===== src/rtl/bch_dec_arb.sv =====
// Two-requester round-robin front end for a shared combinational BCH(41,31) decoder.
// Holds one registered, id-tagged response and saturating corrected/uncorrectable counters.
module bch_dec_arb #(
  parameter int unsigned CW_W   = 41,
  parameter int unsigned DATA_W = 31,
  parameter int unsigned SYN_W  = 10,
  parameter int unsigned CNT_W  = 16
) (
  input  logic              clk,
  input  logic              rst,
  input  logic              req0_valid,
  input  logic [CW_W-1:0]   req0_cw,
  output logic              req0_ready,
  input  logic              req1_valid,
  input  logic [CW_W-1:0]   req1_cw,
  output logic              req1_ready,
  output logic [CW_W-1:0]   dec_in,
  input  logic [DATA_W-1:0] dec_out,
  input  logic [SYN_W-1:0]  dec_syn,
  input  logic              dec_err,
  input  logic              dec_sgl,
  input  logic              dec_dbl,
  output logic              rsp_valid,
  input  logic              rsp_ready,
  output logic              rsp_id,
  output logic [DATA_W-1:0] rsp_data,
  output logic [SYN_W-1:0]  rsp_syn,
  output logic              rsp_sgl,
  output logic              rsp_dbl,
  input  logic              clr_cnt,
  output logic [CNT_W-1:0]  sgl_cnt,
  output logic [CNT_W-1:0]  dbl_cnt
);

  typedef enum logic {StEmpty, StFull} state_e;

  state_e             state_q, state_d;
  logic               last_gnt_q;
  logic               rsp_id_q;
  logic [DATA_W-1:0]  rsp_data_q;
  logic [SYN_W-1:0]   rsp_syn_q;
  logic               rsp_sgl_q, rsp_dbl_q;
  logic [CNT_W-1:0]   sgl_cnt_q, sgl_cnt_d;
  logic [CNT_W-1:0]   dbl_cnt_q, dbl_cnt_d;

  logic slot_free, any_valid, gnt, accept, new_dbl;

  assign any_valid = req0_valid | req1_valid;
  // On a tie the requester that did not win last time gets the slot.
  assign gnt       = (req0_valid & req1_valid) ? ~last_gnt_q : req1_valid;
  assign slot_free = (state_q == StEmpty) | rsp_ready;
  assign accept    = slot_free & any_valid;

  assign req0_ready = accept & ~gnt;
  assign req1_ready = accept & gnt;

  // All-zero is a valid codeword, so an idle decoder input raises no error.
  assign dec_in = !any_valid ? '0 : (gnt ? req1_cw : req0_cw);

  // A nonzero syndrome that the decoder did not correct is uncorrectable.
  assign new_dbl = dec_dbl | (dec_err & ~dec_sgl);

  always_comb begin
    state_d = state_q;
    unique case (state_q)
      StEmpty: if (accept) state_d = StFull;
      StFull:  if (rsp_ready && !accept) state_d = StEmpty;
      default: state_d = StEmpty;
    endcase
  end

  always_comb begin
    sgl_cnt_d = sgl_cnt_q;
    dbl_cnt_d = dbl_cnt_q;
    if (clr_cnt) begin
      sgl_cnt_d = '0;
      dbl_cnt_d = '0;
    end else if (accept) begin
      if (dec_sgl && !(&sgl_cnt_q)) sgl_cnt_d = sgl_cnt_q + 1'b1;
      if (new_dbl && !(&dbl_cnt_q)) dbl_cnt_d = dbl_cnt_q + 1'b1;
    end
  end

  always_ff @(posedge clk) begin
    if (rst) begin
      state_q    <= StEmpty;
      last_gnt_q <= 1'b1;
      rsp_id_q   <= 1'b0;
      rsp_data_q <= '0;
      rsp_syn_q  <= '0;
      rsp_sgl_q  <= 1'b0;
      rsp_dbl_q  <= 1'b0;
      sgl_cnt_q  <= '0;
      dbl_cnt_q  <= '0;
    end else begin
      state_q   <= state_d;
      sgl_cnt_q <= sgl_cnt_d;
      dbl_cnt_q <= dbl_cnt_d;
      if (accept) begin
        last_gnt_q <= gnt;
        rsp_id_q   <= gnt;
        rsp_data_q <= dec_out;
        rsp_syn_q  <= dec_syn;
        rsp_sgl_q  <= dec_sgl;
        rsp_dbl_q  <= new_dbl;
      end
    end
  end

  assign rsp_valid = (state_q == StFull);
  assign rsp_id    = rsp_id_q;
  assign rsp_data  = rsp_data_q;
  assign rsp_syn   = rsp_syn_q;
  assign rsp_sgl   = rsp_sgl_q;
  assign rsp_dbl   = rsp_dbl_q;
  assign sgl_cnt   = sgl_cnt_q;
  assign dbl_cnt   = dbl_cnt_q;

endmodule


===== config.mk =====
export PLATFORM = sky130hd
export DESIGN_NAME = bch_dec_arb
export DESIGN_NICKNAME = d
export VERILOG_FILES = /design/src/rtl/bch_dec_arb.sv
export SDC_FILE = /design/constraint.sdc
export NUM_CORES = 1
export LEC_CHECK = 0
export ABC_AREA = 1
export CAP_MARGIN = 30
export CORE_ASPECT_RATIO = 1.2
export CORE_MARGIN = 3
export CORE_UTILIZATION = 23
export DETAILED_ROUTE_END_ITERATION = 7
export SLEW_MARGIN = 40
export SYNTH_ARGS = -nofsm -noshare
export SYNTH_HDL_FRONTEND = slang
export SYNTH_SLANG_ARGS = --single-unit

===== constraint.sdc =====
create_clock -name clk -period 2.5 [get_ports clk]
set_clock_uncertainty 0.1 [all_clocks]
set_input_delay 0.25 -clock clk [delete_from_list [all_inputs] [get_ports clk]]
set_output_delay 0.25 -clock clk [all_outputs]
set_load 0.05 [all_outputs]

==> flow_metrics.env <==
export IMPL_fp_dieW_um=128
export IMPL_finalCritPeriodShare_pct=87.3
export IMPL_drt_drc_violations_left=0
export IMPL_fillers=1818
export IMPL_wirelength_mm=15.8
export IMPL_ant_nets=0
export IMPL_grt_max_degree=42
export IMPL_cp_max_fo=41
export IMPL_hold_buffers=0
export IMPL_layout_nets=1022
export IMPL_grt_pass1_wl_mm=25.1
export IMPL_grt_pass1_vias=4747
export IMPL_grt_overflow_total=0
export IMPL_core_area_um2=17600
export IMPL_dp_cells=1097
export IMPL_setup_ws_ns=0.318
export IMPL_status="finished, final reports clean"
export IMPL_relSlewSlack_pct=60.2
export IMPL_cts_resized=0
export IMPL_cts_setup_buffers=0
export IMPL_gp_congestion=0.797
export IMPL_num_rows=53
export IMPL_drive_gt1_share_pct=11.3
export IMPL_first_pass_iters=4
export IMPL_routedWlPerCell_um=14.2
export IMPL_worst_pin_slew_ns=0.595
export IMPL_area_growth_syn_to_layout_pct=83.6
export IMPL_synth_seq_cells=78
export IMPL_final_setup_tns_ns=0
export IMPL_clock_root_buffer="clkbuf_16"
export IMPL_io_pins=252
export IMPL_fin_cells=1113
export IMPL_setup_violations_final=0
export IMPL_port_buffers=251
export IMPL_worstHoldPathType="reg2reg"
export IMPL_dpl_hpwl_mm=12.4
export IMPL_grt_antenna_before_repair=1
export IMPL_p_per_area_nw_per_um2=548
export IMPL_post_synth_num_cell_types=27
export IMPL_worstSkewPairLatency_ns=0.33
export IMPL_postSynthCellCount=649
export IMPL_syn_area_um2=4130
export IMPL_cap_violations=0
export IMPL_grt_usage_pct=16.1
export IMPL_final_max_slew_violation_count=0
export IMPL_vias=4891
export IMPL_peakVddDrop_uv=389
export IMPL_end_kind="output pin"
export IMPL_p_leak_nw=3.07
export IMPL_crit_type="in2out"
export IMPL_yosysSeqAreaShare_pct=37.9
export IMPL_worst_endpoint_arrival_ns=1.83
export IMPL_dp_slack_ns=0.315
export IMPL_reg2reg_slack_ns=0.68
export IMPL_diodes=0
export IMPL_fin_crit_ns=2.18
export IMPL_start_kind="primary input"
export IMPL_worstPathRequired_ns=2.15
export IMPL_clkTransAtPathRegs_ns=0.07
export IMPL_start_util_pct=23.5
export IMPL_hold_violations=0
export IMPL_syn_nets=783
export IMPL_fp_dieH_um=153
export IMPL_rsz0062_at_grt="false"
export IMPL_fp_dieArea_um2=19600
export IMPL_clk_path_buf_depth=2
export IMPL_cts_tree="built"
export IMPL_synth_warning_count=0
export IMPL_max_freq_ghz=0.458
export IMPL_vias_per_cell=4.39
export IMPL_drt_initial_drc_count=138
export IMPL_htreeDepth=3
export IMPL_syn_avg_cell_area_um2=6.36
export IMPL_cts_sinks=78
export IMPL_cts_buffers=9
-- layout by cell type, fill, tap and decap left out --
cell type,netlist,final
a21oi_1,17,17
a21oi_2,10,10
a31oi_1,1,1
buf_12,0,43
buf_4,0,9
bufinv_16,0,1
clkbuf_16,0,9
clkdlybuf4s50_1,0,208
clkinv_1,2,2
clkinv_2,1,1
clkinv_4,0,1
clkinvlp_4,0,1
dfxtp_1,78,78
ha_1,2,2
inv_1,31,31
inv_2,4,4
inv_6,0,1
inv_8,0,3
nand2_1,182,182
nand2_2,7,7
nand2_4,4,4
nand3_1,70,70
nand3b_1,1,1
nand4_1,6,6
nor2_1,139,139
nor2_2,2,2
nor2_4,4,4
nor2_8,1,1
nor3_1,3,3
o21ai_0,45,45
o21ai_1,1,1
xnor2_1,1,1
xor2_1,5,5
-- critical path, stage by stage --
cell	delay [ns]
clkdlybuf4s50_1	0.52
nand2_1	0.07
nand2_1	0.11
buf_4	0.40
nand3_1	0.18
nand2_1	0.15
buf_12	0.15
-- final cells by class --
cell class	instances	area (µm²)	share of cell area, %
well taps	220	275	3.63
flip-flops and latches	78	1560	20.6
multi-input cells	501	2270	30.0
repair buffers	260	3010	39.7
clock buffers	9	225	2.97
clock inverters	7	88.8	1.17
inverters	38	144	1.90
-- kinds of logic after synthesis --
logic type	share of synthesized area [%]
XOR/XNOR	1.27
buffers and inverters	7.16
AO/OA/AOI/OAI	9.92
flip-flops	37.9
adder cells (fa/ha/maj)	0.607
AND/OR/NAND/NOR	43.2
-- cell usage after synthesis, drive strengths merged --
master  instances  share of area, %
a21oi          27               4.2
a31oi           1              0.15
buf            10               1.7
clkbuf         22               2.0
clkinv          3              0.30
dfxtp          78                38
ha              2              0.61
inv            35               3.2
nand2         193                19
nand3          70               8.5
nand3b          1              0.18
nand4           6              0.91
nor2          146                15
nor3            3              0.36
o21ai          46               5.6
xnor2           1              0.21
xor2            5               1.1
-- worst paths after layout --
path / start / endpoint / cells after the start
setup / recovery: req0_valid / dec_in[30] / 7
hold reg to reg: rsp_data[25]$_SDFFE_PP0P_ / rsp_data[25]$_SDFFE_PP0P_ / 2
hold / removal: rsp_data[25]$_SDFFE_PP0P_ / rsp_data[25]$_SDFFE_PP0P_ / 2
setup reg to reg: dbl_cnt[0]$_SDFFE_PP0P_ / dbl_cnt[7]$_SDFFE_PP0P_ / 9
-- metal layers --
layer  up-vias  track usage, %  wire length, µm  part of all wire (%)
met5         -               0               13                 0.082
met3        17            4.35             1240                   7.9
met4         2            4.35              275                   1.7
met1      2165            19.4             6500                    41
li1       2534               -                -                     -
met2       173            27.9             7740                    49
-- registers in the layout, indices dropped and copies added (netlist names), 10 cells and up --
| register | cells |
|---|---|
| dbl_cnt | 16 |
| rsp_data | 31 |
| rsp_syn | 10 |
| sgl_cnt | 16 |
-- power by group --
| part | internal, W | switching, W |
|---|---|---|
| clock network | 0.000801 | 0.000598 |
| logic | 0.000607 | 0.000800 |
| registers | 0.00131 | 0.0000375 |
-- per-stage QoR --
stage / power, W / hold WS (ns) / area (µm²) / util (%)
global placement: 0.00279 / 0.361 / 7260 / 41.3
detailed placement: 0.00280 / 0.370 / 7260 / 41.3
floorplan: 0.00209 / 0.219 / 4130 / -
finish: 0.00415 / 0.383 / 7570 / 43.1
global route: 0.00434 / 0.400 / 7570 / 43.1
CTS: 0.00422 / 0.389 / 7570 / 43.1
Power figures use the tool's default switching activity.
